<file path="src/rtl/rtype_pkg.sv">
// ----------------------------------------------------------------------------
// rtype_pkg
//
// Shared definitions for the R-type instruction issue block:
//   - opcode, field widths and bit positions of a MIPS R-type word
//   - function codes for the supported ALU operations
//   - funct_legal(): returns 1 when a funct code is in the supported set
//   - issue_state_e: states of the issue FSM in rtype_issue
// ----------------------------------------------------------------------------
package rtype_pkg;

  // Opcode field; every R-type word carries zero here.
  localparam logic [5:0] OPCODE_RTYPE = 6'b00_0000;

  // Field widths.
  localparam int OPCODE_W = 6;
  localparam int RS_W     = 5;
  localparam int RT_W     = 5;
  localparam int RD_W     = 5;
  localparam int SHAMT_W  = 5;
  localparam int FUNCT_W  = 6;
  localparam int WORD_W   = 32;

  // Field bit positions (LSB of each field within the 32-bit word).
  localparam int OPCODE_LSB = 26;  // 31:26
  localparam int RS_LSB     = 21;  // 25:21
  localparam int RT_LSB     = 16;  // 20:16
  localparam int RD_LSB     = 11;  // 15:11
  localparam int SHAMT_LSB  = 6;   // 10:6
  localparam int FUNCT_LSB  = 0;   // 5:0

  // Supported function codes.
  localparam logic [5:0] FUNCT_ADD  = 6'h20;
  localparam logic [5:0] FUNCT_ADDU = 6'h21;
  localparam logic [5:0] FUNCT_SUB  = 6'h22;
  localparam logic [5:0] FUNCT_SUBU = 6'h23;
  localparam logic [5:0] FUNCT_AND  = 6'h24;
  localparam logic [5:0] FUNCT_OR   = 6'h25;
  localparam logic [5:0] FUNCT_XOR  = 6'h26;
  localparam logic [5:0] FUNCT_NOR  = 6'h27;
  localparam logic [5:0] FUNCT_SLT  = 6'h2A;
  localparam logic [5:0] FUNCT_SLTU = 6'h2B;

  // True when the datapath implements this funct code.
  function automatic logic funct_legal(input logic [FUNCT_W-1:0] funct);
    logic legal;
    unique case (funct)
      FUNCT_ADD, FUNCT_ADDU, FUNCT_SUB, FUNCT_SUBU,
      FUNCT_AND, FUNCT_OR,   FUNCT_XOR, FUNCT_NOR,
      FUNCT_SLT, FUNCT_SLTU: legal = 1'b1;
      default:               legal = 1'b0;
    endcase
    return legal;
  endfunction

  // Issue FSM states.
  typedef enum logic [1:0] {
    ST_IDLE  = 2'd0,  // nothing on the output, waiting for a word
    ST_ISSUE = 2'd1,  // a real word is on the output, hold is low
    ST_HELD  = 2'd2   // a real word is frozen on the output by hold
  } issue_state_e;

endpackage : rtype_pkg

</file>
<file path="src/rtl/rtype_fifo.sv">
// ----------------------------------------------------------------------------
// rtype_fifo
//
// Synchronous single-clock FIFO with a combinational head read.
//
// Parameters:
//   DEPTH  number of entries; power of two, at least 2
//   WIDTH  entry width in bits
//
// Ports:
//   clock      in   system clock, rising edge
//   reset      in   synchronous active-high reset (empties the FIFO)
//   push       in   write push_data this cycle (ignored when full)
//   push_data  in   WIDTH  data to write
//   pop        in   drop the head entry this cycle (ignored when empty)
//   pop_data   out  WIDTH  current head entry (valid when !empty)
//   full       out  count == DEPTH
//   empty      out  count == 0
//   count      out  $clog2(DEPTH)+1  current occupancy
// ----------------------------------------------------------------------------
module rtype_fifo #(
  parameter int DEPTH = 4,
  parameter int WIDTH = 32
) (
  input  logic                     clock,
  input  logic                     reset,
  input  logic                     push,
  input  logic [WIDTH-1:0]         push_data,
  input  logic                     pop,
  output logic [WIDTH-1:0]         pop_data,
  output logic                     full,
  output logic                     empty,
  output logic [$clog2(DEPTH):0]   count
);

  localparam int AW = $clog2(DEPTH);

  localparam logic [AW-1:0] PTR_ONE  = AW'(1);
  localparam logic [AW:0]   CNT_ONE  = (AW+1)'(1);
  localparam logic [AW:0]   CNT_FULL = (AW+1)'(DEPTH);

  logic [WIDTH-1:0] r_mem [DEPTH];
  logic [AW-1:0]    r_wr_ptr;
  logic [AW-1:0]    r_rd_ptr;
  logic [AW:0]      r_count;

  logic w_do_push;
  logic w_do_pop;

  assign full      = (r_count == CNT_FULL);
  assign empty     = (r_count == '0);
  assign count     = r_count;
  assign pop_data  = r_mem[r_rd_ptr];

  // Guard at the FIFO itself so a caller bug can never overflow or underflow.
  assign w_do_push = push && !full;
  assign w_do_pop  = pop  && !empty;

  // Pointers and occupancy. DEPTH is a power of two, so the pointers wrap
  // modulo DEPTH simply by overflowing.
  // NOTE: sequential state is assigned with <= so every register samples the
  // pre-edge values of its neighbours, regardless of statement order.
  always_ff @(posedge clock) begin
    if (reset) begin
      r_wr_ptr <= '0;
      r_rd_ptr <= '0;
      r_count  <= '0;
    end else begin
      if (w_do_push) r_wr_ptr <= r_wr_ptr + PTR_ONE;
      if (w_do_pop)  r_rd_ptr <= r_rd_ptr + PTR_ONE;
      unique case ({w_do_push, w_do_pop})
        2'b10:   r_count <= r_count + CNT_ONE;
        2'b01:   r_count <= r_count - CNT_ONE;
        default: r_count <= r_count;  // idle, or push and pop together
      endcase
    end
  end

  // NOTE: the storage array is deliberately left out of reset; entries are
  // only ever read after being written, and an unreset array maps to plain
  // RAM instead of a bank of resettable flops.
  always_ff @(posedge clock) begin
    if (w_do_push) r_mem[r_wr_ptr] <= push_data;
  end

endmodule : rtype_fifo

</file>
<file path="src/rtl/rtype_issue.sv">
// ----------------------------------------------------------------------------
// rtype_issue
//
// Producer end of the R-type instruction interface. Accepts decoded fields on
// a valid/ready handshake, encodes them into 32-bit MIPS R-type words, buffers
// them in a small FIFO and issues one word per clock on `instruction`, which
// drives the datapath's instruction input directly.
//
// Parameters:
//   DEPTH     FIFO entries; power of two, at least 2
//   NOP_WORD  word driven on `instruction` when nothing is issued
//
// Ports:
//   clock        in   system clock, rising edge
//   reset        in   synchronous active-high reset, highest priority
//   in_valid     in   field tuple present
//   in_ready     out  block can accept a tuple this cycle (from count only)
//   in_rs        in   5  source register rs
//   in_rt        in   5  source register rt
//   in_rd        in   5  destination register rd
//   in_shamt     in   5  shift amount
//   in_funct     in   6  function code
//   hold         in   downstream stall; freezes the issued word
//   instruction  out  32 issued word (registered)
//   issue_valid  out  `instruction` holds a real word (registered)
//   fifo_count   out  $clog2(DEPTH)+1  current FIFO occupancy
//   drop_err     out  one-cycle pulse after an illegal funct was dropped
// ----------------------------------------------------------------------------
module rtype_issue
  import rtype_pkg::*;
#(
  parameter int          DEPTH    = 4,
  parameter logic [31:0] NOP_WORD = 32'h0000_0000
) (
  input  logic                   clock,
  input  logic                   reset,
  input  logic                   in_valid,
  output logic                   in_ready,
  input  logic [4:0]             in_rs,
  input  logic [4:0]             in_rt,
  input  logic [4:0]             in_rd,
  input  logic [4:0]             in_shamt,
  input  logic [5:0]             in_funct,
  input  logic                   hold,
  output logic [31:0]            instruction,
  output logic                   issue_valid,
  output logic [$clog2(DEPTH):0] fifo_count,
  output logic                   drop_err
);

  // --------------------------------------------------------------------------
  // Encoding and acceptance
  // --------------------------------------------------------------------------
  logic [WORD_W-1:0] w_word;
  logic              w_legal;
  logic              w_xfer;
  logic              w_push;
  logic              w_pop;
  logic              w_full;
  logic              w_empty;
  logic [WORD_W-1:0] w_head;

  always_comb begin
    w_word = '0;
    w_word[OPCODE_LSB +: OPCODE_W] = OPCODE_RTYPE;
    w_word[RS_LSB     +: RS_W]     = in_rs;
    w_word[RT_LSB     +: RT_W]     = in_rt;
    w_word[RD_LSB     +: RD_W]     = in_rd;
    w_word[SHAMT_LSB  +: SHAMT_W]  = in_shamt;
    w_word[FUNCT_LSB  +: FUNCT_W]  = in_funct;
  end

  assign w_legal = funct_legal(in_funct);

  // Ready depends only on occupancy (full == count reached DEPTH), so a full
  // FIFO refuses a tuple even in a cycle where the head is being popped.
  assign in_ready = !w_full;
  assign w_xfer   = in_valid && in_ready;

  // An accepted tuple with an unsupported funct is consumed but not stored.
  assign w_push   = w_xfer && w_legal;

  // The pop decision uses the pre-edge occupancy, so a word pushed into an
  // empty FIFO waits one cycle instead of being bypassed to the output.
  assign w_pop    = !hold && !w_empty;

  // --------------------------------------------------------------------------
  // Word buffer
  // --------------------------------------------------------------------------
  rtype_fifo #(
    .DEPTH (DEPTH),
    .WIDTH (WORD_W)
  ) u_fifo (
    .clock     (clock),
    .reset     (reset),
    .push      (w_push),
    .push_data (w_word),
    .pop       (w_pop),
    .pop_data  (w_head),
    .full      (w_full),
    .empty     (w_empty),
    .count     (fifo_count)
  );

  // --------------------------------------------------------------------------
  // Issue FSM with registered outputs
  // --------------------------------------------------------------------------
  issue_state_e r_state;

  always_ff @(posedge clock) begin
    if (reset) begin
      r_state     <= ST_IDLE;
      instruction <= NOP_WORD;
      issue_valid <= 1'b0;
      drop_err    <= 1'b0;
    end else begin
      drop_err <= w_xfer && !w_legal;

      unique case (r_state)
        ST_IDLE: begin
          // hold in IDLE simply keeps the NOP on the output.
          if (w_pop) begin
            instruction <= w_head;
            issue_valid <= 1'b1;
            r_state     <= ST_ISSUE;
          end
        end

        // HELD with hold released behaves exactly like ISSUE.
        ST_ISSUE, ST_HELD: begin
          if (hold) begin
            r_state <= ST_HELD;
          end else if (!w_empty) begin
            instruction <= w_head;
            issue_valid <= 1'b1;
            r_state     <= ST_ISSUE;
          end else begin
            instruction <= NOP_WORD;
            issue_valid <= 1'b0;
            r_state     <= ST_IDLE;
          end
        end

        default: begin
          instruction <= NOP_WORD;
          issue_valid <= 1'b0;
          r_state     <= ST_IDLE;
        end
      endcase
    end
  end

endmodule : rtype_issue

</file>
<file path="config.mk">
export PLATFORM = sky130hd
export DESIGN_NAME = rtype_issue
export DESIGN_NICKNAME = d
export VERILOG_FILES = /design/src/rtl/rtype_pkg.sv /design/src/rtl/rtype_fifo.sv /design/src/rtl/rtype_issue.sv
export SDC_FILE = /design/constraint.sdc
export NUM_CORES = 1
export LEC_CHECK = 0
export ABC_AREA = 1
export BUFFER_PORTS_ARGS = -buffer_cell sky130_fd_sc_hd__buf_2
export CAP_MARGIN = 10
export CELL_PAD_IN_SITES_DETAIL_PLACEMENT = 1
export CELL_PAD_IN_SITES_GLOBAL_PLACEMENT = 1
export CORE_ASPECT_RATIO = 0.75
export CORE_MARGIN = 10
export CORE_UTILIZATION = 30
export DETAILED_ROUTE_END_ITERATION = 8
export PLACE_DENSITY_LB_ADDON = 0.1
export SLEW_MARGIN = 20
export SYNTH_ARGS = -nofsm -noshare
export SYNTH_HDL_FRONTEND = slang
export SYNTH_SLANG_ARGS = --single-unit
</file>
<file path="constraint.sdc">
create_clock -name clock -period 2.5 [get_ports clock]
set_input_delay 0 -clock clock [delete_from_list [all_inputs] [get_ports clock]]
set_output_delay 0 -clock clock [all_outputs]
set_load 0.02 [all_outputs]
</file>
==> run summary, run 1 <==
The fraction of power spent switching nets is 0.304, and the maximum fanout count along the critical path is 5. The element type at the critical path start was a flop. For the starting density of the core, the log shows 0.308. Counting instances in the post-synthesis netlist gives the leading cell types as nand2_1, edfxtp_1, nand3_1, inv_1, dfxtp_1. The fmax was 454 MHz; the routed via count divided by cell count was 4.34. Clock tree synthesis found a total of 143 sinks. Post-route core utilization: 0.384. The overall routing resource usage is 0.119, and the net switching power of the design is 0.00214 W.

In this run the remaining antenna-violating nets after routing total 0. The worst slew margin relative to its limit is 0.606, and the number of port buffers is 61. Once layout is done, the placed cells without fillers occupy 7490 sq um. The clock-pin slew on the worst setup and hold paths is 60 ps. Net count of the finished layout: 736. For the instance area after placement, the log shows 6580 sq um. The total overflow reported by the global router is 0, and the largest net degree at the start of global routing is 53. In this run the standard cell core region covers 19500 sq um. The via count of the first global-routing pass is 4454, and the clock skew is 14.3 ps.

The synthesized netlist contains 26 unique library cells. Data on the critical path arrives at its endpoint at 2520 ps. For this run, design rule violations remaining after detail routing come to 0. Sequential fraction of the synthesis area: 0.650. The logs give 0 for the total count of max-transition violations in the final report and 9920 microns for the total half-perimeter wirelength after legalization and detailed placement.

The most used standard cell by instance count after synthesis was nand2_1. CTS built an H-tree with a depth of 4. After synthesis the netlist holds a flip-flop and latch count of 143. The cell type with the largest total area after synthesis is edfxtp_1. The die height works out to 143 microns. The share of the cycle needed by the critical path after routing is 0.881.

The register share of total power is 0.395. Dividing the detail-routed wire length by the instance count gives 15.6 microns. Setup repair after global routing left no endpoint under its margin.

The async set-reset flop share out of synthesis works out to 0. The repair_antennas step left the layout with diodes totalling 0. The detailed router placed 4185 vias in this run. Setup violations remaining at the end of the flow were counted as 0. TritonCTS built the clock tree. Path category of the worst min-delay check: in2reg. The first global-routing pass estimated 24000 microns of wire.

The worst path needs 2200 ps of the cycle, external delays included. The logs give 0 for the number of warning messages in the yosys log and 420 ps for the worst-skew pair later-pin latency. The average instance in the mapped netlist occupies 9.91 sq um.

The area fraction of the dominant cell type after synthesis is 0.520, and the detailed-route wire length is 15100 microns. The run finished with clean final reports. The tools report the library cell used as clock root buffer as clkbuf_16.

For this design the static power due to leakage is 3.37 nW. After synthesis the cells add up to 6010 sq um. Yosys mapped a number of flops with a built-in enable equal to 104. The number of placed I/O pins came out at 68. Proportion of power drawn by the clock network: 0.386. The sort of element at the end of the critical path is a flop. The run gives 26100 sq um as the full die area. The total CTS buffers is 17, and the relative area change from synthesis to final layout is 24.7%. In this run, the number of DRC markers left after iteration 0 of detailed routing was 236. At the worst endpoint, the required time is 2820 ps. The total power per unit cell area is 941 nW/um^2, and the clock tree buffer depth is 2. The number of gates given a new drive strength after cts was 0; the gate count of the mapped netlist was 606. After synthesis, the cell types taking the most area are edfxtp_1, nand2_1, dfxtp_1. At the pin with the least slew margin, the transition time is 591 ps. The worst setup path is of the reg2reg kind. The first-pass iteration count of the detailed router was 4; the x dimension of the die was 183 microns. The initialized floorplan defines 44 standard-cell rows. The run gives 0.219 as the portion of total power attributed to combinational logic. The tool flagged a number of max-cap violations equal to 0.

The initial antenna violation count was 0. The count of final hold-check violations was 0. The worst supply voltage drop on vdd was 0.000391 V. The congestion estimate from routability-driven global placement came to 0.740.

Cell internal power was estimated by the tool at 0.00490 W. The prevailing post-synth register cell was edfxtp_1. The fraction of final layout cells sized beyond drive strength 1 was 0.163.
-- stage by stage --
step,TNS [ps],hold WS (ps),std cells,setup slack [ps],total power [W]
2_1_floorplan,-13730,69.1,611,-132,0.00396
3_3_place_gp,0,221,904,345,0.00435
3_5_place_dp,0,227,904,297,0.00439
4_1_cts,0,13.2,964,268,0.00718
5_1_grt,0,51.3,964,113,0.00748
6_report,0,21.2,964,298,0.00705
-- logic make-up after synthesis --
family | share of synthesized area
AND/OR/NAND/NOR | 0.237
buffers and inverters | 0.0848
XOR/XNOR | 0.00146
AO/OA/AOI/OAI | 0.00833
adder cells (fa/ha/maj) | 0.0179
flip-flops | 0.650
other | 0.000624
-- state kept, by name, summed over array words and instances (netlist names), named ones only --
signal and flops:
drop_err 1, u_fifo.r_wr_ptr 2, u_fifo.r_rd_ptr 2, u_fifo.count 3, issue_valid 1, u_fifo.r_mem 104
r_state 2, instruction 26
-- path summary, 6_finish.rpt --
| check | from | endpoint | slack, ps | depth (start not counted) |
|---|---|---|---|---|
| max | u_fifo.count[1] | u_fifo.count[2] | 300 | 12 |
| min | in_valid | u_fifo.r_wr_ptr[1] | 20 | 5 |
| max reg2reg | u_fifo.count[1] | u_fifo.count[2] | 300 | 12 |
| min reg2reg | instruction[5] | instruction[5] | 460 | 2 |
-- layout make-up --
type | instances | area, sq um
fill | 2232 | 12000
sequential | 143 | 3910
clock inverter | 14 | 196
timing repair buffer | 100 | 706
inverter | 78 | 293
clock buffer | 18 | 429
multi-input combinational | 358 | 1640
tap | 253 | 317
-- cell usage in the layout, fill, tap and decap left out, types with 5 or more instances in the layout --
master and count:
a21oi_1 7, buf_2 61, buf_4 8, bufinv_16 5
clkbuf_16 17, conb_1 6, dfxtp_1 38, dlygate4sd3_1 28
edfxtp_1 104, ha_1 7, inv_1 74, nand2_1 227
nand3_1 83, nor2_1 10, nor2_4 6
-- repair_timing --
action                    4_1_cts  5_1_grt
setup buffers                   0        0
hold endpoints to repair      108        0
hold buffers                   28        0
-- worst max-delay path: stages (launching register included) --
cell,delay (ps)
dfxtp_1,360
nor2_4,120
nand2_1,70
nand2_1,90
nor2_1,80
inv_1,300
ha_1,250
inv_1,70
fa_1,390
nand2_1,90
nand3_1,80
o21ai_0,150
a21oi_1,50
-- routing by layer --
metal / up-vias / global-route usage / part of all wire
li1: 2111 / - / -
met3: 13 / 0.0372 / 0.043
met4: 0 / 0.0361 / 0.011
met5: - / 0 / 0
met2: 66 / 0.186 / 0.45
met1: 1995 / 0.154 / 0.50
-- power by group through the flow --
stage / clock network (W) / logic, W / registers [W]
after floorplan: 0 / 0.00101 / 0.00295
after global placement: 0 / 0.00153 / 0.00282
after detailed placement: 0 / 0.00156 / 0.00283
after CTS: 0.00279 / 0.00160 / 0.00278
after global routing: 0.00292 / 0.00176 / 0.00280
final: 0.00272 / 0.00154 / 0.00278
Power figures use the tool's default switching activity.
==> inputs of run 2 (changes only) <==
--- a/config.mk
+++ b/config.mk
@@ -11,8 +11,9 @@
 export CELL_PAD_IN_SITES_DETAIL_PLACEMENT = 1
 export CELL_PAD_IN_SITES_GLOBAL_PLACEMENT = 1
 export CORE_ASPECT_RATIO = 0.75
-export CORE_MARGIN = 10
+export CORE_MARGIN = 4
 export CORE_UTILIZATION = 30
+export CTS_BUF_LIST = sky130_fd_sc_hd__clkbuf_4
 export DETAILED_ROUTE_END_ITERATION = 8
 export PLACE_DENSITY_LB_ADDON = 0.1
 export SLEW_MARGIN = 20
==> run summary, run 2 (synthesis gave the netlist of run 1 again) <==
The tools report the weighted congestion reported at the end of routability-driven placement as 0.720. The top cell types in the final layout, fill and taps aside, are nand2_1, edfxtp_1, nand3_1, inv_1, buf_2. The worst hold path belongs to the class in2reg. The worst hold path begins at in_rt[2]. The buffer count from post-CTS setup fixing came out at 0. The count of clock tree sinks is 143, and the core area is 19500 sq um. For the worst path required time, the log shows 2740 ps. The final setup slack of the worst path is 567 ps. Startpoint of the lowest-slack register-to-register path: u_fifo.count[1]. The floorplan has 44 rows.

The via count of the first global-routing pass is 4380, and the register share of total power is 0.501. The total count of max-transition violations in the final report is 0, and the starting density of the core is 0.308. In the routed layout, each cell is associated on average with a via count of 4.36. The post-route minimum period came out at 1930 ps. The detailed-route wire length was 14600 microns; the antenna violation net count after detailed routing was 0. The number of gates given a new drive strength after cts is 0.

By startpoint and endpoint, the worst setup path is classified as reg2reg. On the critical path the largest part of the delay comes from simple AND/OR/NAND/NOR gates. The number of port buffers is 61. The maximum fanout count along the critical path is 17, and the iteration-0 DRC count of the detailed router is 255. Largest net degree at the start of global routing: 53. Counting along the longest clock path gives a buffer depth of 2.

The worst setup path is captured at a flop. Static timing analysis puts the maximum clock frequency at 517 MHz. The run gives 209 ps as the smallest hold slack. The proportion of power drawn by the clock network is 0.224. The tools report the element type at the critical path start as a flop.

Setup repair after global routing left no endpoint under its margin. Standby leakage power: 3.20 nW. The number of placed instances, taps included, is 903. The flip-flop count of the largest register after layout was 104; the share of the cycle needed by the critical path after routing was 0.773. For this design the total switching power over the nets is 0.00196 W.

The total CTS buffers was 17. The fraction of final layout cells sized beyond drive strength 1 is 0.164, and the final instance count without filler cells is 966. After layout, the design draws a total of 0.00554 W. Detailed placement finished with a half-perimeter wire length of 9110 microns. For the worst setup path, the data arrival time is 2180 ps. TritonCTS built the clock tree. The H-tree was split into 4 levels.

After clock tree synthesis, the clock-pin slew on the worst setup and hold paths is 120 ps. Max-cap violations in this run came to 0. The slowest stage of the critical path is the dfxtp_1 cell.

In the routed design, unresolved DRC markers number 0. Count of final hold-check violations: 0. Ranked by flip-flop count, first place goes to u_fifo.r_mem. The clock skew was 18.9 ps; the mean routed wirelength per cell was 15.1 microns. The die is 171 microns wide. After routing the design area is 7100 sq um. Buffering stage count on the worst path with inverters included: 3.

The fraction of power spent switching nets is 0.355. Critical path's largest stage delay: 440 ps. Clock tree synthesis selected as its root buffer the cell clkbuf_4. Overall routing resource usage: 0.139.

Leaving out fill and tap cells, the most frequent cell in the layout is nand2_1. The total overflow reported by the global router came out at 0. The logs give 738 for the net count of the finished layout and 22400 sq um for the full die area.

Measured along the y axis, the die boundary spans 131 microns. For the final antenna diode count, the log shows 0. Setup violations remaining at the end of the flow were counted as 0. The wire length of the first global-routing pass came out at 23600 microns.

The portion of total power attributed to combinational logic is 0.275, and the first-pass iteration count of the detailed router is 6. Internal power comes to 0.00358 W. The critical path goes through nor2_4 > nand2_1 > nand2_1 > nor2_1 > inv_1 > buf_4 > nor2_4 > buf_12.

The logs give 559 ps for the pre-CTS setup slack and 0 for the initial antenna violation count. The run gives 0.337 as the worst slew margin relative to its limit. The run finished with clean final reports. The worst-skew pair later-pin latency is 540 ps, and the worst supply voltage drop on vdd is 0.000353 V. The placed instances occupy a cell area of 6570 sq um.

From synthesis to final layout, the design area changed by 18.2%. Worst setup path startpoint: u_fifo.count[1]. Measured slew at the worst slew-check pin: 992 ps. The total via count after detailed routing was 4209; the number of placed I/O pins was 68. Dividing total power by cell area gives a power density of 781 nW/um^2.
run 2: layout make-up:
cell class	instances	area (sq um)
clock buffer	22	165
tap	253	317
inverter	78	293
clock inverter	10	48.8
sequential	143	3910
fill	2270	12400
multi-input combinational	358	1640
timing repair buffer	102	728
run 2: metrics by stage:
step | TNS [ps] | util
after floorplan | -13730 | -
after global placement | 0 | 0.337
after detailed placement | 0 | 0.337
after CTS | 0 | 0.364
after global routing | 0 | 0.364
final | 0 | 0.364
run 2: power groups by stage:
stage	Sequential, W	Clock [W]	Combinational (W)
final	0.00277	0.00124	0.00152
after global routing	0.00279	0.00141	0.00174
after CTS	0.00278	0.00131	0.00158
after detailed placement	0.00283	0	0.00154
after global placement	0.00282	0	0.00152
after floorplan	0.00295	0	0.00101
run 2: final timing paths:
check        cells after the start  slack (ps)                   to
min                              2         210  u_fifo.r_mem[1][18]
min reg2reg                      2         470       instruction[3]
max reg2reg                      8         570  u_fifo.r_mem[1][24]
max                              8         570  u_fifo.r_mem[1][24]
run 2: routing by layer:
| layer | vias to the layer above | part of all wire | track usage |
|---|---|---|---|
| li1 | 2110 | - | - |
| met1 | 2012 | 0.50 | 0.194 |
| met2 | 73 | 0.44 | 0.217 |
| met3 | 14 | 0.041 | 0.0310 |
| met4 | 0 | 0.014 | 0.0447 |
| met5 | - | 0 | 0 |
run 2: repair_timing:
item / 4_1_cts / 5_1_grt
endpoints found under the setup margin: 0 / 0
hold buffers: 31 / 0
endpoints found under the hold margin: 111 / 0
